## src/rtl/viterbi_seq_ctrl.sv

```systemverilog
// viterbi_seq_ctrl: sequencer for the Viterbi decoder datapath (BMU -> ACS -> PMU -> traceback).
// Accepts symbols via valid/ready, strobes PMU updates, requests normalisation and
// hands fixed-length windows to the traceback unit.
// Optional feature: define VITERBI_TB_TIMEOUT_EN to enable the traceback watchdog
// (tmo_err_o); otherwise TB_WAIT waits indefinitely and tmo_err_o is tied low.
module viterbi_seq_ctrl #(
    parameter int unsigned PM_W     = 8,
    parameter int unsigned NORM_THR = 128,
    parameter int unsigned TB_LEN   = 16,
    parameter int unsigned TB_TMO   = 255
) (
    input  logic                          clk,
    input  logic                          rst_n,
    input  logic                          start_i,
    input  logic                          sym_valid_i,
    input  logic                          sym_last_i,
    output logic                          sym_ready_o,
    input  logic [PM_W-1:0]               pm_min_i,
    output logic                          pmu_init_o,
    output logic                          pmu_valid_o,
    output logic                          norm_en_o,
    output logic                          tb_start_o,
    output logic [$clog2(TB_LEN+1)-1:0]   tb_len_o,
    input  logic                          tb_done_i,
    output logic                          busy_o,
    output logic                          frame_done_o,
    output logic                          tmo_err_o
);

    localparam int unsigned LEN_W = $clog2(TB_LEN + 1);

    typedef enum logic [2:0] {
        S_IDLE,
        S_INIT,
        S_RUN,
        S_TB_START,
        S_TB_WAIT,
        S_DONE
    } state_t;

    state_t            r_state;
    state_t            w_next;
    logic [LEN_W-1:0]  r_cnt;
    logic [LEN_W-1:0]  r_len;
    logic              r_last;
    logic              r_init;
    logic              r_ready;
    logic              r_tb_start;
    logic              r_done;
    logic              r_busy;

    logic              w_accept;
    logic              w_close;
    logic [LEN_W-1:0]  w_cnt_inc;
    logic              w_tmo;

    // Handshake and window-close decode; the update strobe follows the accept in the same cycle
    assign w_accept  = r_ready & sym_valid_i;
    assign w_cnt_inc = r_cnt + LEN_W'(1);
    assign w_close   = w_accept & ((w_cnt_inc == LEN_W'(TB_LEN)) | sym_last_i);

    assign pmu_valid_o  = w_accept;
    assign norm_en_o    = w_accept & (pm_min_i >= PM_W'(NORM_THR));
    assign sym_ready_o  = r_ready;
    assign pmu_init_o   = r_init;
    assign tb_start_o   = r_tb_start;
    assign tb_len_o     = r_len;
    assign busy_o       = r_busy;
    assign frame_done_o = r_done;

`ifdef VITERBI_TB_TIMEOUT_EN
    localparam int unsigned TMO_W = $clog2(TB_TMO + 1);

    logic [TMO_W-1:0]  r_wait_cnt;
    logic              r_tmo_err;

    // Watchdog fires on the TB_TMO-th consecutive TB_WAIT cycle without tb_done_i
    assign w_tmo     = (r_state == S_TB_WAIT) & ~tb_done_i
                       & (r_wait_cnt == TMO_W'(TB_TMO - 1));
    assign tmo_err_o = r_tmo_err;

    // Count cycles spent in TB_WAIT; latch the sticky timeout flag
    always_ff @(posedge clk or negedge rst_n) begin
        if (!rst_n) begin
            r_wait_cnt <= '0;
            r_tmo_err  <= 1'b0;
        end else begin
            if (r_state == S_TB_WAIT) begin
                r_wait_cnt <= r_wait_cnt + TMO_W'(1);
            end else begin
                r_wait_cnt <= '0;
            end
            if (w_tmo) begin
                r_tmo_err <= 1'b1;
            end
        end
    end
`else
    assign w_tmo     = 1'b0;
    assign tmo_err_o = 1'b0;
`endif

    // State register
    always_ff @(posedge clk or negedge rst_n) begin
        if (!rst_n) begin
            r_state <= S_IDLE;
        end else begin
            r_state <= w_next;
        end
    end

    // Next-state logic
    always_comb begin
        w_next = r_state;
        unique case (r_state)
            S_IDLE:     if (start_i) w_next = S_INIT;
            S_INIT:     w_next = S_RUN;
            S_RUN:      if (w_close) w_next = S_TB_START;
            S_TB_START: w_next = S_TB_WAIT;
            S_TB_WAIT: begin
                if (tb_done_i) begin
                    w_next = r_last ? S_DONE : S_RUN;
                end else if (w_tmo) begin
                    w_next = S_IDLE;
                end
            end
            S_DONE:     w_next = S_IDLE;
            default:    w_next = S_IDLE;
        endcase
    end

    // Window symbol counter, traceback length and last-symbol flag
    always_ff @(posedge clk or negedge rst_n) begin
        if (!rst_n) begin
            r_cnt  <= '0;
            r_len  <= '0;
            r_last <= 1'b0;
        end else begin
            if (r_state == S_INIT) begin
                r_cnt  <= '0;
                r_last <= 1'b0;
            end else if (w_close) begin
                r_cnt  <= '0;
                r_len  <= w_cnt_inc;
                r_last <= sym_last_i;
            end else if (w_accept) begin
                r_cnt  <= w_cnt_inc;
            end else if ((r_state == S_DONE) || w_tmo) begin
                r_last <= 1'b0;
            end
        end
    end

    // State-decoded outputs, registered from the next state so they align with it
    always_ff @(posedge clk or negedge rst_n) begin
        if (!rst_n) begin
            r_init     <= 1'b0;
            r_ready    <= 1'b0;
            r_tb_start <= 1'b0;
            r_done     <= 1'b0;
            r_busy     <= 1'b0;
        end else begin
            r_init     <= (w_next == S_INIT);
            r_ready    <= (w_next == S_RUN);
            r_tb_start <= (w_next == S_TB_START);
            r_done     <= (w_next == S_DONE);
            r_busy     <= (w_next != S_IDLE);
        end
    end

endmodule

```

## config.mk

```make
export PLATFORM = sky130hd
export DESIGN_NAME = viterbi_seq_ctrl
export DESIGN_NICKNAME = d
export VERILOG_FILES = /design/src/rtl/viterbi_seq_ctrl.sv
export SDC_FILE = /design/constraint.sdc
export NUM_CORES = 1
export LEC_CHECK = 0
export ABC_AREA = 1
export CORE_MARGIN = 2
export CORE_UTILIZATION = 46
export DETAILED_ROUTE_END_ITERATION = 16
export PLACE_DENSITY_LB_ADDON = 0.2
export SLEW_MARGIN = 10
export SYNTH_ARGS = -nofsm -noshare
export SYNTH_HDL_FRONTEND = slang
export SYNTH_SLANG_ARGS = --single-unit
```

## constraint.sdc

```tcl
create_clock -name clk -period 1.6 [get_ports clk]
set_input_delay 0.32 -clock clk [delete_from_list [all_inputs] [get_ports clk]]
set_output_delay 0.32 -clock clk [all_outputs]
set_load 0.03 [all_outputs]
```

After elaboration in Yosys (flattened, before gate mapping)
Cells that the tools add are included.
{ "word_totals": {"wordCells": 45, "out_inout_bits": 13, "ff_bits": 19, "input_bits": 14} }
{ "op_classes": {"reduce_logical": 6, "n_mux": 12, "n_lt_le_gt_ge": 1, "eq_ne": 11, "addsub": 1, "n_bitwise": 5} }
{ "ops": {"columns": ["operator", "count"], "rows": [
  ["two-way mux 5 bit", 3],
  ["one-hot mux 3 bit (5 select lines)", 1],
  ["== test 3 x 2 -> 1 bit (second input constant)", 4],
  ["two-way mux 3 bit", 4],
  ["== test 3 bit (second input constant)", 3],
  ["nonzero test 3 bit", 3],
  [">= comparator 8 bit (second input constant)", 1],
  ["== test 3 x 1 -> 1 bit (second input constant)", 2],
  ["adder 5 x 1 -> 5 bit (second input constant)", 1],
  ["== test 5 bit (second input constant)", 1],
  ["two-way mux 1 bit", 4],
  ["AND reduction 2 bit", 2],
  ["AND 1 bit", 3],
  ["logical NOT 3 bit", 1],
  ["inequality test 3 x 1 -> 1 bit (second input constant)", 1],
  ["NOT 1 bit", 1],
  ["bitwise OR 1 bit", 1]
]} }

Depth between registers and ports, before layout
{ "depth": {"ltp_word": 7, "mapped_depth": 9, "ltp_nobuf": 9} }

Worst setup path before layout
OpenSTA, ideal clock, no wires.
{ "synth_timing": {"kind": "flip-flop to output port", "from": "register r_ready, in the netlist sym_ready_o", "to": "output norm_en_o", "path_buffers": 0, "arrival_time_ps": 1078, "stages_incl_launch_ff": 3, "slack_ps": 202, "required_time_ps": 1280, "cell_sequence": "dfrtp_1 nand2_1 nor2_1"} }
{ "synth_between": {"elab_chain_cells": 2} }
{ "synth_lines": {"columns": ["item", "line_no", "source"], "rows": [
  ["start, declared", "47", "logic r_ready;"],
  ["start signal, assigned", "164", "r_ready <= (w_next == S_RUN);"],
  ["AND 1 bit", "58", "assign w_accept = r_ready & sym_valid_i;"],
  ["AND 1 bit", "63", "assign norm_en_o = w_accept & (pm_min_i >= PM_W'(NORM_THR));"],
  ["end, declared", "21", "output logic norm_en_o,"]
]} }
Every way passes these cells.

Final worst setup path
{ "layout_timing": {"from": "input sym_valid_i", "to": "output pmu_valid_o"} }
{ "layout_between": {"elab_chain_cells": 1} }
{ "layout_lines": {"columns": ["item", "line_no", "source"], "rows": [
  ["start, declared", "15", "input logic sym_valid_i,"],
  ["AND 1 bit", "58", null],
  ["end, declared", "20", "output logic pmu_valid_o,"]
]} }
Every way passes these cells.

==> summary.txt <==
Setup path
  • Worst Path Arrival: 1.19 ns
  • R2R cell count: 9
  • Reg-to-Reg End: sym_ready_o
  • FF-to-FF Start: r_cnt[0]
  • Setup crit end: pmu_valid_o
  • CP Data Required Time: 1.28 ns
  • CP startpoint kind: primary input
  • Worst Path Max Fanout: 4
  • Critical path origin: sym_valid_i
  • WS Path Type: primary input to primary output
  • Crit. End Element: primary output
  • Reg2Reg Setup Slack: 0.12 ns

Cells and area
  • Fin nets: 156
  • Share of layout cells above drive strength 1: 16.43%
  • Final Non-Filler Cells: 167
  • Most common cell after layout, fill and taps aside: nand2_1
  • Area grow syn2layout: 28.30%
  • # diodes: 0
  • Most frequent cells in the layout: 33 x nand2_1, 19 x dfrtp_1, 17 x inv_1, 10 x dlygate4sd2_1, 10 x buf_4

Power and ir drop
  • Internal power: 997.4 uW
  • PwrDens: 1454 mW/mm^2
  • LEAKAGE: 0.0006793 uW
  • Worst vdd ir: 0.9280 mV
  • Switching share of power: 42.95%
  • Sw Pwr: 750.8 uW
  • Comb power frac: 46.9%
  • Clock power frac: 13.9%
  • Flop pwr share: 39.2%

Timing
  • Fin crit period: 1.510 ns
  • Final worst slack: 0.09049 ns
  • Final setup TNS: 0 ns
  • Max Slew Vio Count: 0
  • Fmax: 0.6625 GHz
  • Fin crit share: 94.34%
  • Final Hold Fails: 0
  • RSZ-0062 raised after global routing: true
  • WHS: 0.3353 ns
  • Final setup viols: 0
  • Clock skew: 0.007136 ns

Clock tree
  • Clock buffer depth: 2
  • H-Tree Depth: 1
  • Clock Pin Slew Worst Setup and Hold Paths: 0.11 ns
  • Clock sink count: 19
  • Hold buffer count at cts: 0
  • TritonCTS clock tree: built
  • Worst skew pair latency: 0.30 ns
  • TritonCTS Buffers: 3
  • Clock root buffer: clkbuf_4

Die
  • Core area: 0.001942 sq mm
  • Die Wd: 49.14 um
  • Num rows: 16
  • Initial core utilization: 48.26%
  • Die area: 0.002414 sq mm
  • Die height: 49.14 um
  • Ports: 27

Place
  • Post-detail-place hpwl: 1405 um
  • PortBufs: 18
  • GP Congestion: 0.9006
  • Cells after DPL: 160
  • Placement Setup Slack: 0.07214 ns

Global route
  • GRT Residual Overflow: 0
  • Total track usage: 18.33%
  • Largest net degree at the start of global routing: 20
  • Vias in the first global route: 778
  • First-pass GRT wire length: 3429 um
  • Initial antenna violation count: 0

Status
  • Outcome: complete, no violations

Route
  • DR vias/cell: 4.862
  • WL/cell: 11.04 um
  • Drt pass-1 iters: 4
  • WL final: 1844 um
  • DR vias: 812
  • Remaining DRCs: 0
  • Initial detailed-routing violation count: 14
  • Final ANT Viol Nets: 0

Synth
  • Sequential-to-total area share from yosys stat: 50.73%
  • Adder-cell share of the synthesized area: 1.335%
  • Post-synthesis compound-gate area fraction: 3.471%
  • Yosys warns: 0
  • Syn nets: 128
  • Synthesized instance count: 113
  • Largest family of logic cells by synthesized area: simple AND/OR/NAND/NOR gates
  • Synth Area in Simple Gates: 35.11%
  • Post-synthesis mux area share: 0%
  • Mapped cell area: 937.1 sq um
  • Xor and xnor area share after synthesis: 0%
  • Avg Cell Area, Syn: 8.293 sq um
  • Post-synthesis cell type count: 21
  • Synth Register Bits: 19

Hold path
  • Worst Hold Class: primary input to async pin

Job
  • MaxCap Viol Count: 0
## area by class of cell
type / count / area, sq um
Tap cell: 27 / 33.78
Multi-Input combinational cell: 74 / 380.4
Sequential cell: 19 / 475.5
Clock buffer: 4 / 26.28
Inverter: 17 / 63.81
Timing Repair Buffer: 26 / 222.7
Fill cell: 185 / 739.5
## flip-flops by register name (all words and copies together), names as in the netlist
| register | flops |
|---|---|
| busy_o | 1 |
| frame_done_o | 1 |
| pmu_init_o | 1 |
| r_cnt | 5 |
| r_last | 1 |
| r_state | 3 |
| sym_ready_o | 1 |
| tb_len_o | 5 |
| tb_start_o | 1 |
## what timing repair did
item,CTS,global route
resized for setup,10,1
hold endpoints to repair,0,0
setup endpoints to repair,10,14
buffers inserted,0,3
pin swaps,0,1
## critical path: stages
cell and delay, ns:
clkdlybuf4s50_1 0.45, nand2_1 0.08, inv_1 0.15, buf_4 0.18
## stage by stage
stage	utilization, %	area [sq um]	power (uW)
floorplan	-	937.1	1231
global placement	59.92	1164	1494
detailed placement	59.92	1164	1526
CTS	60.63	1177	1718
global route	61.92	1202	1875
finish	61.92	1202	1748
## power groups by stage
| stage | Clock [uW] | Sequential, uW | Combinational (uW) |
|---|---|---|---|
| after CTS | 246 | 692 | 781 |
| after global placement | 0 | 693 | 801 |
| after floorplan | 0 | 823 | 407 |
| final | 244 | 685 | 819 |
| after detailed placement | 0 | 705 | 821 |
| after global routing | 265 | 696 | 914 |
## Yosys cell counts
master    instances  area [sq um]
dfrtp_1          19         475.5
nand2_2           2         12.51
nand2_1          33         123.9
nand4_1           7         43.79
nor3_1            2         10.01
buf_4             2         15.01
inv_1            17         63.81
nor2_4            1         11.26
nand2_4           1         11.26
o21ai_1           1         5.000
o211ai_1          1         7.510
nand3_4           1         17.52
o21ai_0           3         15.01
buf_2             1         5.000
conb_1            1         3.750
a21oi_1           1         5.000
nor2_1            7         26.28
ha_1              1         12.51
nand3_2           2         20.02
nand3_1           8         40.04
nor2_2            2         12.51
## worst min-delay path by stage
| stage | startpoint | to | slack [ns] | cells after the start |
|---|---|---|---|---|
| after floorplan | rst_n | busy_o | 0.02 | 0 |
| after global placement | tb_len_o[0] | tb_len_o[0] | 0.45 | 2 |
| after detailed placement | tb_len_o[2] | tb_len_o[2] | 0.46 | 2 |
| after CTS | rst_n | r_cnt[3] | 0.35 | 2 |
| after global routing | rst_n | r_cnt[3] | 0.36 | 2 |
| final | rst_n | r_cnt[4] | 0.34 | 2 |
## per-layer routing
| layer | vias to the layer above | GRT usage, % | part of all wire, % |
|---|---|---|---|
| li1 | 414 | - | - |
| met1 | 366 | 25.45 | 46 |
| met2 | 27 | 29.05 | 47 |
| met3 | 5 | 2.761 | 4.8 |
| met4 | 0 | 6.667 | 1.6 |
| met5 | - | 0 | 0 |
## cell families (layout without fill, tap and decap cells)
logic type	after synthesis	in the layout
flops	19	19
other cells	1	1
compound gates	6	6
buf+inv	20	47
simple gates	66	66
fa+ha+maj	1	1
(Power assumes the default switching activity.)
